<file path="src/rtl/seven_seg_pkg.sv">
// Shared constants for the seven-segment scanner: active-low segment codes
// ({a,b,c,d,e,f,g}, 0 = lit) and the per-slot phase enum.
package seven_seg_pkg;

  localparam logic [6:0] SEG_0   = 7'b0000001;
  localparam logic [6:0] SEG_1   = 7'b1001111;
  localparam logic [6:0] SEG_2   = 7'b0010010;
  localparam logic [6:0] SEG_3   = 7'b0000110;
  localparam logic [6:0] SEG_4   = 7'b1001100;
  localparam logic [6:0] SEG_5   = 7'b0100100;
  localparam logic [6:0] SEG_6   = 7'b0100000;
  localparam logic [6:0] SEG_7   = 7'b0001111;
  localparam logic [6:0] SEG_8   = 7'b0000000;
  localparam logic [6:0] SEG_9   = 7'b0000100;
  localparam logic [6:0] SEG_A   = 7'b0001000;
  localparam logic [6:0] SEG_B   = 7'b1100000;
  localparam logic [6:0] SEG_C   = 7'b0110001;
  localparam logic [6:0] SEG_D   = 7'b1000010;
  localparam logic [6:0] SEG_E   = 7'b0110000;
  localparam logic [6:0] SEG_F   = 7'b0111000;
  localparam logic [6:0] SEG_OFF = 7'b1111111;

  // GUARD is the dark first cycle of every digit slot; SHOW is the remainder.
  typedef enum logic {
    PH_GUARD = 1'b0,
    PH_SHOW  = 1'b1
  } phase_t;

endpackage

</file>
<file path="src/rtl/hex_seven_segment_decoder.sv">
// Combinational hex nibble to active-low seven-segment pattern.
module hex_seven_segment_decoder
  import seven_seg_pkg::*;
(
  input  logic [3:0] i_nibble,
  output logic [6:0] o_seg
);

  always_comb begin
    o_seg = SEG_OFF;
    case (i_nibble)
      4'h0: o_seg = SEG_0;
      4'h1: o_seg = SEG_1;
      4'h2: o_seg = SEG_2;
      4'h3: o_seg = SEG_3;
      4'h4: o_seg = SEG_4;
      4'h5: o_seg = SEG_5;
      4'h6: o_seg = SEG_6;
      4'h7: o_seg = SEG_7;
      4'h8: o_seg = SEG_8;
      4'h9: o_seg = SEG_9;
      4'hA: o_seg = SEG_A;
      4'hB: o_seg = SEG_B;
      4'hC: o_seg = SEG_C;
      4'hD: o_seg = SEG_D;
      4'hE: o_seg = SEG_E;
      4'hF: o_seg = SEG_F;
      default: o_seg = SEG_OFF;
    endcase
  end

endmodule

</file>
<file path="src/rtl/seven_segment_scanner.sv">
// Time-multiplexed hex display driver with registered active-low seg/an.
// Optional macro SEVEN_SEG_LEADING_ZERO_BLANK_EN suppresses leading zero digits.
module seven_segment_scanner
  import seven_seg_pkg::*;
#(
  parameter int NUM_DIGITS  = 4,
  parameter int REFRESH_DIV = 1000
)(
  input  logic                    clk,
  input  logic                    rst,
  input  logic                    load,
  input  logic [4*NUM_DIGITS-1:0] value,
  input  logic                    blank,
  output logic [6:0]              seg,
  output logic [NUM_DIGITS-1:0]   an
);

  localparam int CNT_W = $clog2(REFRESH_DIV);
  localparam int IDX_W = (NUM_DIGITS > 1) ? $clog2(NUM_DIGITS) : 1;
  localparam logic [CNT_W-1:0] CNT_LAST = CNT_W'(REFRESH_DIV - 1);
  localparam logic [IDX_W-1:0] IDX_LAST = IDX_W'(NUM_DIGITS - 1);

  logic [CNT_W-1:0]        r_cnt;
  logic [CNT_W-1:0]        w_cnt_next;
  logic [IDX_W-1:0]        r_idx;
  logic [IDX_W-1:0]        w_idx_next;
  logic [4*NUM_DIGITS-1:0] r_shadow;
  phase_t                  r_phase;
  phase_t                  w_phase_next;
  logic [3:0]              w_nibble;
  logic [6:0]              w_dec_seg;
  logic                    w_digit_on;
  logic [6:0]              w_seg_next;
  logic [NUM_DIGITS-1:0]   w_an_next;
  logic [6:0]              r_seg;
  logic [NUM_DIGITS-1:0]   r_an;

  // Phase FSM: the phase always mirrors whether the refresh counter sits at 0.
  always_ff @(posedge clk) begin
    if (rst) begin
      r_phase <= PH_GUARD;
      r_cnt   <= '0;
      r_idx   <= '0;
    end else begin
      r_phase <= w_phase_next;
      r_cnt   <= w_cnt_next;
      r_idx   <= w_idx_next;
    end
  end

  always_comb begin
    w_cnt_next = r_cnt + CNT_W'(1);
    w_idx_next = r_idx;
    if (r_cnt == CNT_LAST) begin
      w_cnt_next = '0;
      w_idx_next = (r_idx == IDX_LAST) ? '0 : r_idx + IDX_W'(1);
    end
    w_phase_next = (w_cnt_next == '0) ? PH_GUARD : PH_SHOW;
  end

  always_ff @(posedge clk) begin
    if (rst) begin
      r_shadow <= '0;
    end else if (load) begin
      r_shadow <= value;
    end
  end

  always_comb begin
    w_nibble  = r_shadow[3:0];
    w_an_next = '1;
    for (int i = 0; i < NUM_DIGITS; i++) begin
      if (r_idx == IDX_W'(i)) begin
        w_nibble     = r_shadow[4*i +: 4];
        w_an_next[i] = 1'b0;
      end
    end
  end

  hex_seven_segment_decoder u_decoder (
    .i_nibble (w_nibble),
    .o_seg    (w_dec_seg)
  );

`ifdef SEVEN_SEG_LEADING_ZERO_BLANK_EN
  // Highest nonzero digit position; digit 0 is always considered significant.
  logic [IDX_W-1:0] w_msd;

  always_comb begin
    w_msd = '0;
    for (int i = 1; i < NUM_DIGITS; i++) begin
      if (r_shadow[4*i +: 4] != 4'h0) w_msd = IDX_W'(i);
    end
  end

  assign w_digit_on = (r_idx <= w_msd);
`else
  assign w_digit_on = 1'b1;
`endif

  always_comb begin
    w_seg_next = w_digit_on ? w_dec_seg : SEG_OFF;
    if (blank || r_phase == PH_GUARD) begin
      w_seg_next = SEG_OFF;
    end
  end

  always_ff @(posedge clk) begin
    if (rst || blank || r_phase == PH_GUARD) begin
      r_seg <= SEG_OFF;
      r_an  <= '1;
    end else begin
      r_seg <= w_seg_next;
      r_an  <= w_an_next;
    end
  end

  assign seg = r_seg;
  assign an  = r_an;

endmodule

</file>
<file path="config.mk">
export PLATFORM = sky130hd
export DESIGN_NAME = seven_segment_scanner
export DESIGN_NICKNAME = d
export VERILOG_FILES = /design/src/rtl/seven_seg_pkg.sv /design/src/rtl/hex_seven_segment_decoder.sv /design/src/rtl/seven_segment_scanner.sv
export SDC_FILE = /design/constraint.sdc
export NUM_CORES = 1
export LEC_CHECK = 0
export BUFFER_PORTS_ARGS = -buffer_cell sky130_fd_sc_hd__buf_2
export CORE_ASPECT_RATIO = 0.9
export CORE_MARGIN = 3
export CORE_UTILIZATION = 45
export DETAILED_ROUTE_END_ITERATION = 6
export HOLD_SLACK_MARGIN = 0.12
export PLACE_DENSITY = 0.71
export SLEW_MARGIN = 20
export SYNTH_ARGS = -nofsm -noshare
export SYNTH_HDL_FRONTEND = slang
export SYNTH_HIERARCHICAL = 1
export SYNTH_SLANG_ARGS = --single-unit
export TNS_END_PERCENT = 100
</file>
<file path="constraint.sdc">
create_clock -name clk -period 2.4 [get_ports clk]
set_input_delay 0.12 -clock clk [delete_from_list [all_inputs] [get_ports clk]]
set_output_delay 0.12 -clock clk [all_outputs]
set_load 0.005 [all_outputs]
</file>
==> summary.md <==
| Metric | Value |
|---|---|
| Critical path fanouts, max | `5` |
| WL/cell | `approximately 13 microns` |
| Vias per inst | `approximately 5.1` |
| Final Setup Violations | `0` |
| Min Tclk post-route | `approximately 2.2 ns` |
| Synthesized net count | `approximately 250` |
| H-Tree Depth | `2` |
| Vias | `between 1500 and 2000` |
| Crit-path slowest cell | `dfxtp_1` |
| Worst Setup End Kind | `flop` |
| Starting Density | `49.3%` |
| CTS Buffer Depth | `2` |
| Vias in the first global route | `1500` |
| # IOs | `31` |
| Post-CTS setup buffers | `0` |
| Netlist Area Pre-Place | `1930 sq um` |
| Synthesized instance count | `214` |
| Sw frac | `23.5%` |
| F_max | `~0.45 GHz` |
| Mean Syn Cell Area | `9.02 sq um` |
| Worst-Skew Late Latency | `around 0.3 ns` |
| Core Region | `between 3000 and 4000 sq um` |
| Total iterations of the first detailed-routing run | `4` |
| Sequential share of the synthesized area | `roughly two fifths` |
| FF-to-FF End | `seg[3]` |
| Worst hold endpoint | `r_cnt[4]` |
| Ant diodes | `0` |
| Initial DRC count | `89` |
| Fin Setup TNS | `0 ns` |
| Hold Violations, Final | `0` |
| Synth warn | `6` |
| Pint | `1030 uW` |
| Rows | `21` |
| RePlAce Congestion | `slightly below 0.8` |
| Final #Nets | `296` |
| Antenna violation net count after detailed routing | `0` |
| Crit path DAT | `2.40 ns` |
| Ys async rst share | `0%` |
| Max cap viols | `0` |
| I/O Buffers | `30` |
| Most used cell, CP | `a21oi_1` |
| HPWL after DPL | `roughly 2600 microns` |
| Sw power | `around 320 uW` |
| Final hold slack | `0.285 ns` |
| CP Launch Type | `flop` |
| Antenna violations before repair | `0` |
| Static leakage | `0.000991 uW` |
| Hold Path Cell Cnt | `2` |
| Post-route insts no fill | `slightly above 300` |
| Relative slew slack | `63.7%` |
| Clk pwr share | `between 30% and 40%` |
| Die Span Y | `68.1 microns` |
| Worst path bufs/invs | `1` |
| Hold path start | `rst` |
| Drc violations | `0` |
| Clock root cell | `clkbuf_8` |
| TritonCTS clock tree | `done` |
| HP Class | `input port to flop` |
| Worst Skew | `0.00895 ns` |
| EDFF count, synth | `0` |
| Final wirelength | `about 3900 microns` |
| Yosys cell types | `41` |
| RSZ-0062 raised after global routing | `false` |
| Aggregate global-route resource usage | `17.9%` |
| Pins Over Slew Limit | `0` |
| Worst Path Required | `2.58 ns` |
| Kind of critical path | `flop to flop` |
| CTS clock-pin slew for the worst setup and hold paths | `roughly 0.080 ns` |
| Commonest non-fill, non-tap cell in the layout | `dfxtp_1` |
| Placed Area | `between 2000 and 2500 sq um` |
| Primary FF master, synth | `dfxtp_1` |
| Comb pwr share | `11.7%` |
| Largest net degree at the start of global routing | `31` |
| Status | `finished, final reports clean` |
| Placed insts | `285` |
| Largest stage delay on the critical path | `0.40 ns` |
| FF+latch count, synth | `40` |
| Largest delay share family, worst path | `simple AND/OR/NAND/NOR gates` |
| Die Area | `just over 5000 sq um` |
| Period utilization | `92.4%` |
| Layout cells sized above 1 | `20.5%` |
| Die span in x | `75.0 microns` |
| CTS Buf Count | `5` |
| Sequential share of power | `a little over half` |
| Clock sink total | `40` |
| Global-route wire length before repair | `6860 microns` |
| Reg-to-reg startpoint | `r_idx[0]` |
| Final instance area | `~2400 sq um` |
| Worst vdd rail ir drop | `0.475 mV` |
| Commonest cells after routing, fill and taps aside | `40 x dfxtp_1, 33 x nor2_1, 30 x buf_2` |
| Power per cell area | `roughly 560 nW/um^2` |
| Total grt overflow | `0` |
| Area Growth Syn to Fin | `24.3%` |
| Critical Path, Cell by Cell | `ha_2 > mux2i_1 > nor2_1 > a21oi_1 > o21ai_0 > buf_4 > ha_1 > or2_2 > a21oi_1 > a31oi_1 > nand2b_1` |
| Worst Max-Slew Pin Slew | `0.544 ns` |
| R2R cell count | `11` |
| R2r setup slk | `0.18 ns` |
[kinds of logic (layout without fill, tap and decap cells)]
logic type / Yosys count / in the layout / share of synthesized area (%)
flip-flops: 40 / 40 / 41.5
buffers and inverters: 18 / 67 / 4.41
AND/OR/NAND/NOR: 78 / 78 / 19.1
XOR/XNOR: 5 / 5 / 2.27
adder cells (fa/ha/maj): 13 / 13 / 8.43
AO/OA/AOI/OAI: 35 / 35 / 11.2
multiplexers: 25 / 25 / 13.1
[sequential cells by signal, summed over array words and instances (netlist names)]
signal,flops
an,4
r_cnt,10
seg,7
r_phase,1
r_shadow,16
r_idx,2
[worst max path at each step]
stage,start,endpoint,slack [ns],cells past startpoint
6_report,r_idx[0],seg[3],0.18,11
5_1_grt,r_idx[0],seg[6],0.01,11
3_5_place_dp,r_idx[0],seg[3],0.14,11
3_3_place_gp,r_idx[0],seg[3],0.25,11
4_1_cts,r_idx[1],seg[3],0.13,12
2_1_floorplan,r_idx[1],seg[3],0.001,13
[metrics by stage]
step           utilization, %  total power, uW  worst slack (ns)
4_1_cts                  61.2             1360             0.125
3_5_place_dp             54.4              861             0.140
2_1_floorplan               -              817           0.00117
5_1_grt                  61.3             1420            0.0144
6_report                 61.3             1350             0.181
3_3_place_gp             54.4              859             0.251
[layout make-up]
type                    count  area (sq um)
fillers                   343          1520
repair buffers             54           373
multi-input cells         156          1050
flip-flops and latches     40           801
clock buffers               7          96.3
well taps                  46          57.6
inverters                   6          22.5
[power groups by stage]
| stage | clock network [uW] | registers (uW) | logic, uW |
|---|---|---|---|
| finish | 483 | 710 | 158 |
| global route | 520 | 714 | 182 |
| CTS | 495 | 710 | 157 |
| detailed placement | 0 | 726 | 136 |
| global placement | 0 | 725 | 134 |
| floorplan | 0 | 721 | 96.0 |
[routing by layer]
metal	part of all wire [%]	up-vias	routed length [microns]	global-route usage, %
met4	2.5	0	100	6.67
met1	49	701	1910	22.7
li1	-	821	-	-
met5	0	-	0	0
met3	4.9	11	194	6.02
met2	44	37	1730	27.9
[worst register-to-register path: stages (launching register included)]
cell and delay, ns:
dfxtp_1 0.40, ha_2 0.25, mux2i_1 0.19, nor2_1 0.05, a21oi_1 0.11, o21ai_0 0.11
buf_4 0.18, ha_1 0.21, or2_2 0.29, a21oi_1 0.13, a31oi_1 0.05, nand2b_1 0.14
[synth_stat cells (2+ instances only)]
cell       n  area, sq um
buf_2      2         10.0
nor3_1     3         15.0
o21ai_0   13         65.1
nand3_1    4         20.0
o21a_1     2         15.0
buf_6      2         22.5
xnor2_1    4         35.0
inv_1      6         22.5
clkbuf_1   7         26.3
mux2_2     2         22.5
o21ai_1    2         10.0
mux2i_1   23          230
nand2_1   17         63.8
ha_1      13          163
nand2b_1   9         56.3
nor2_1    33          124
o22ai_1    2         12.5
nand4_1    2         12.5
a21oi_1    7         35.0
dfxtp_1   40          801
[repair_timing]
item                                   4_1_cts  5_1_grt
hold buffers                                17        0
endpoints found under the hold margin       17        0
resized for setup                            0        3
setup endpoints to repair                    0        2
No activity file was read; power rests on OpenSTA's default activity.
